## src/rtl/tag_dequeue_ctrl.sv

```systemverilog
// Dequeue side of the tag sort circuit: requests the minimum-tag entry from
// tag storage, then streams that packet out of the shared packet buffer.
module tag_dequeue_ctrl #(
  parameter int T      = 12,
  parameter int S      = 8,
  parameter int I      = 4,
  parameter int M      = 4,
  parameter int D      = 32,
  parameter int L      = 6,
  parameter int RD_LAT = 2
) (
  input  logic         clk,
  input  logic         rst,
  input  logic         deq_en,
  input  logic         wr_done_mem,
  output logic         pck_addr_req,
  input  logic [T-1:0] tag_value_in,
  input  logic [S-1:0] pck_addr_in,
  input  logic [I-1:0] pck_id_in,
  output logic         spb_rd_en,
  output logic [S-1:0] spb_rd_addr,
  input  logic [D-1:0] spb_rd_data,
  output logic         eg_valid,
  input  logic         eg_ready,
  output logic [D-1:0] eg_data,
  output logic         eg_sop,
  output logic         eg_eop,
  output logic [I-1:0] eg_pck_id,
  output logic [T-1:0] vt_out,
  output logic [M:0]   occ,
  output logic         err_ovf
);

  localparam int CW = (RD_LAT < 2) ? 1 : $clog2(RD_LAT + 1);
  localparam logic [M:0] CAP = {1'b1, {M{1'b0}}};

  typedef enum logic [2:0] {
    ST_IDLE,
    ST_REQ,
    ST_WAIT,
    ST_RD,
    ST_DATA,
    ST_OUT
  } state_t;

  state_t        state, state_nx;
  logic [CW-1:0] wait_cnt;
  logic [S-1:0]  base_addr;
  logic [L-1:0]  idx;
  logic [L-1:0]  last_idx;
  logic [L-1:0]  len_raw;
  logic          wait_done;
  logic          is_last;

  assign len_raw   = spb_rd_data[L-1:0];
  assign wait_done = (wait_cnt <= CW'(1));
  assign is_last   = (idx == last_idx);

  assign pck_addr_req = (state == ST_REQ);
  assign spb_rd_en    = (state == ST_RD);
  assign spb_rd_addr  = spb_rd_en ? (base_addr + S'(idx)) : '0;
  assign eg_valid     = (state == ST_OUT);
  assign eg_sop       = eg_valid && (idx == '0);
  assign eg_eop       = eg_valid && is_last;

  // NOTE: sequential state uses non-blocking assignments so every flop samples pre-edge values.
  always_ff @(posedge clk or negedge rst) begin
    if (!rst) state <= ST_IDLE;
    else      state <= state_nx;
  end

  always_comb begin
    // NOTE: default first, so no branch leaves state_nx unassigned and no latch is inferred.
    state_nx = state;
    unique case (state)
      ST_IDLE: if (deq_en && (occ != '0)) state_nx = ST_REQ;
      ST_REQ:  state_nx = ST_WAIT;
      ST_WAIT: if (wait_done) state_nx = ST_RD;
      ST_RD:   state_nx = ST_DATA;
      ST_DATA: state_nx = ST_OUT;
      ST_OUT:  if (eg_ready) state_nx = is_last ? ST_IDLE : ST_RD;
      default: state_nx = ST_IDLE;
    endcase
  end

  // Simultaneous enqueue and request cancel; an enqueue into a full sorter is dropped and flagged.
  always_ff @(posedge clk or negedge rst) begin
    if (!rst) begin
      occ     <= '0;
      err_ovf <= 1'b0;
    end else if (wr_done_mem && !pck_addr_req) begin
      if (occ == CAP) err_ovf <= 1'b1;
      else            occ     <= occ + (M+1)'(1);
    end else if (!wr_done_mem && pck_addr_req) begin
      occ <= occ - (M+1)'(1);
    end
  end

  always_ff @(posedge clk or negedge rst) begin
    if (!rst) begin
      wait_cnt  <= '0;
      base_addr <= '0;
      eg_pck_id <= '0;
      vt_out    <= '0;
      idx       <= '0;
      last_idx  <= '0;
      eg_data   <= '0;
    end else begin
      unique case (state)
        ST_REQ: wait_cnt <= CW'(RD_LAT);
        ST_WAIT: begin
          if (wait_done) begin
            base_addr <= pck_addr_in;
            eg_pck_id <= pck_id_in;
            vt_out    <= tag_value_in;
            idx       <= '0;
          end else begin
            wait_cnt <= wait_cnt - CW'(1);
          end
        end
        ST_DATA: begin
          eg_data <= spb_rd_data;
          // The first word carries the length header; a zero length still sends one word.
          if (idx == '0) last_idx <= (len_raw == '0) ? '0 : (len_raw - L'(1));
        end
        ST_OUT: if (eg_ready && !is_last) idx <= idx + L'(1);
        default: ;
      endcase
    end
  end

endmodule

```

## config.mk

```make
export PLATFORM = sky130hd
export DESIGN_NAME = tag_dequeue_ctrl
export DESIGN_NICKNAME = d
export VERILOG_FILES = /design/src/rtl/tag_dequeue_ctrl.sv
export SDC_FILE = /design/constraint.sdc
export NUM_CORES = 1
export LEC_CHECK = 0
export BUFFER_PORTS_ARGS = -buffer_cell sky130_fd_sc_hd__buf_4
export CAP_MARGIN = 20
export CORE_MARGIN = 4
export CORE_UTILIZATION = 45
export CTS_CLUSTER_DIAMETER = 60
export CTS_CLUSTER_SIZE = 8
export DETAILED_ROUTE_END_ITERATION = 6
export PLACE_DENSITY = 0.83
export SLEW_MARGIN = 20
export SYNTH_ARGS = -nofsm -noshare
export SYNTH_HDL_FRONTEND = slang
export SYNTH_SLANG_ARGS = --single-unit
export TNS_END_PERCENT = 50
```

## constraint.sdc

```tcl
create_clock -name clk -period 7.5 [get_ports clk]
set_input_delay 1.5 -clock clk [delete_from_list [all_inputs] [get_ports clk]]
set_output_delay 1.5 -clock clk [all_outputs]
set_load 0.005 [all_outputs]
```

==> flow_metrics.env <==
export IMPL_synth_area_per_cell_um2=12.26
export IMPL_setup_viol=0
export IMPL_layout_nets=525
export IMPL_leakage_uw=0.002476
export IMPL_status="complete, no violations"
export IMPL_root_buffer="clkbuf_8"
export IMPL_fin_crit_ns=3.836
export IMPL_syn_inst=318
export IMPL_synth_most_common_cell="dfrtp_1"
export IMPL_n_antenna_cell=0
export IMPL_fin_skew_ns=0.008503
export IMPL_synth_edf_count=0
export IMPL_hold_ws_ns=0.4923
export IMPL_relSlewSlack_pct=62.72
export IMPL_insertion_delay_ns=0.34
export IMPL_synth_cell_type_count=51
export IMPL_setup_worst_path_end_class="output pin"
export IMPL_cts_setup_buffers=0
export IMPL_yosys_top_cells_area="dfrtp_1 (51%), mux2_2 (9.5%), mux2_1 (7.8%)"
export IMPL_grt_antenna_before_repair=0
export IMPL_post_route_period_util_pct=51.15
export IMPL_required_ns=6.00
export IMPL_post_drt_wl_per_cell_um=15.35
export IMPL_cp_start_kind="flop"
export IMPL_synth_top_cell_area_share_pct=50.72
export IMPL_drt_wl_total_um=8535
export IMPL_first_global_vias=3233
export IMPL_remaining_drc_errors=0
export IMPL_grt_max_degree=80
export IMPL_critPathArrivalTime_ns=2.34
export IMPL_htreeDepth=3
export IMPL_min_path_type="flop to flop"
export IMPL_die_y_um=101.1
export IMPL_max_freq_mhz=260.7
export IMPL_start_util_pct=46.73
export IMPL_dp_hpwl_um=6430
export IMPL_cts_buffers=9
export IMPL_vias=2859
export IMPL_path_clk_slew_ns=0.08
export IMPL_synthToLayoutAreaGrowth_pct=32.36
export IMPL_ys_seq_elements=79
export IMPL_worst_pin_slew_ns=0.5540
export IMPL_port_buffers=127
export IMPL_ys_seq_area_share_pct=50.72
export IMPL_place_gp_congestion=0.7469
export IMPL_vdd_drop_max_mv=0.1770
export IMPL_syn_cell_area_um2=3897
export IMPL_antenna_left=0
export IMPL_rsz0062_at_grt="no"
export IMPL_finalSetupTns_ns=0
export IMPL_synth_largest_area_cell="dfrtp_1"
export IMPL_grt_pass1_wl_um=14450
export IMPL_cts_tree="yes"
export IMPL_nFillCells=715
export IMPL_dp_cells=541
export IMPL_clockBufferDepth=2
export IMPL_power_density_nw_per_um2=410.3
export IMPL_synth_flop_cell="dfrtp_1"
export IMPL_rows=33
export IMPL_critical_path_class="flop to output pin"
export IMPL_fin_cells=556
export IMPL_drive_gt1_share_pct=40.80
export IMPL_drv_cap=0
export IMPL_yosysWarnings=0
export IMPL_die_x_um=101.1
export IMPL_routed_via_density=5.142
export IMPL_ys_top_cells_by_count="dfrtp_1 (79), mux2_2 (33), mux2_1 (27)"
export IMPL_hold_viol=0
export IMPL_grt_ovfl_total=0
export IMPL_core_area_um2=8341
export IMPL_drt_first_pass_iters=4
export IMPL_grtUsageTotal_pct=17.53
export IMPL_drt_iter0_markers=122
export IMPL_postCtsHoldBufs=0
export IMPL_die_area_um2=10210
export IMPL_cts_sinks=79
export IMPL_synth_nets=395
export IMPL_crit_path_max_fanout=7
export IMPL_slew_viol_final=0
export IMPL_synth_async_reset_ratio_pct=100.0
export IMPL_io_pins=128
export IMPL_cts_resized_gates=0
## per-layer routing
layer	track usage, %	share of wire (%)	vias up
met5	0	0	-
met4	5.930	0.60	0
met3	5.744	5.7	4
met2	30.23	52	68
met1	20.43	42	1408
li1	-	-	1379
## path summary, 6_finish.rpt
path | startpoint | to | slack [ns] | depth (start not counted)
setup / recovery | idx[1] | spb_rd_addr[7] | 3.66 | 6
hold / removal | err_ovf | err_ovf | 0.49 | 1
setup reg to reg | state[0] | occ[4] | 4.80 | 8
hold reg to reg | err_ovf | err_ovf | 0.49 | 1
max in group asynchronous | rst | eg_data[5] | 5.78 | 2
min in group asynchronous | rst | vt_out[9] | 1.12 | 1
## power by group
part	internal (µW)	switching (µW)	leakage, µW
Combinational	571	403	0.00143
Clock	184	148	0.0000982
Sequential	641	170	0.000949
Total	1400	720	0.00248
## worst max-delay path, cell delays in order, from the launching register on
cell,delay [ns]
dfrtp_1,0.48
ha_1,0.33
a211oi_1,0.31
o21bai_1,0.14
o311ai_0,0.38
mux2i_1,0.24
buf_4,0.13
## registers in the layout, indices dropped and copies added (netlist names)
register	count
eg_data	32
occ	5
wait_cnt	2
base_addr	8
eg_pck_id	4
vt_out	12
last_idx	6
err_ovf	1
idx	6
state	3
## cell families (layout without fill, tap and decap cells)
logic type	Yosys count	in the layout	share of synthesized area, %
buffers and inverters	24	157	2.760
AND/OR/NAND/NOR	72	72	10.43
flip-flops	79	79	50.72
adder cells (fa/ha/maj)	16	16	5.522
multiplexers	68	68	19.39
AO/OA/AOI/OAI	40	40	6.902
XOR/XNOR	19	19	4.270
## layout by cell type (no fill, tap or decap), types with 3 or more instances in the layout
master / count
clkbuf_8: 9
mux2_1: 27
o21ai_0: 5
nand3_1: 4
nand2b_1: 3
o211ai_1: 3
ha_1: 14
dfrtp_1: 79
o21ai_1: 6
buf_4: 129
mux2_2: 33
inv_1: 12
mux2i_1: 8
nor2_1: 12
nor3_1: 4
a21o_1: 4
a21oi_1: 6
and2_1: 3
and4b_1: 3
a211oi_1: 3
xor2_1: 6
nand2_1: 22
xnor2_1: 13
nand3b_1: 4
## metrics by stage
stage	worst slack (ns)	area [µm²]	util [%]	total power, µW
CTS	3.644	5139	61.61	2149
global placement	4.099	4938	59.21	1756
finish	3.664	5159	61.85	2117
detailed placement	4.058	4938	59.21	1813
global route	3.506	5159	61.85	2297
floorplan	4.298	3897	-	1374
## layout make-up
class                           count  area, µm²  share of cell area (%)
Clock buffer                       10      127.6                   2.474
Clock inverter                      4      72.57                   1.407
Inverter                           13      48.80                  0.9459
Multi-Input combinational cell    215       1813                   35.14
Sequential cell                    79       1977                   38.32
Tap cell                          105      131.4                   2.547
Timing Repair Buffer              130      988.4                   19.16
(Power assumes the default switching activity.)
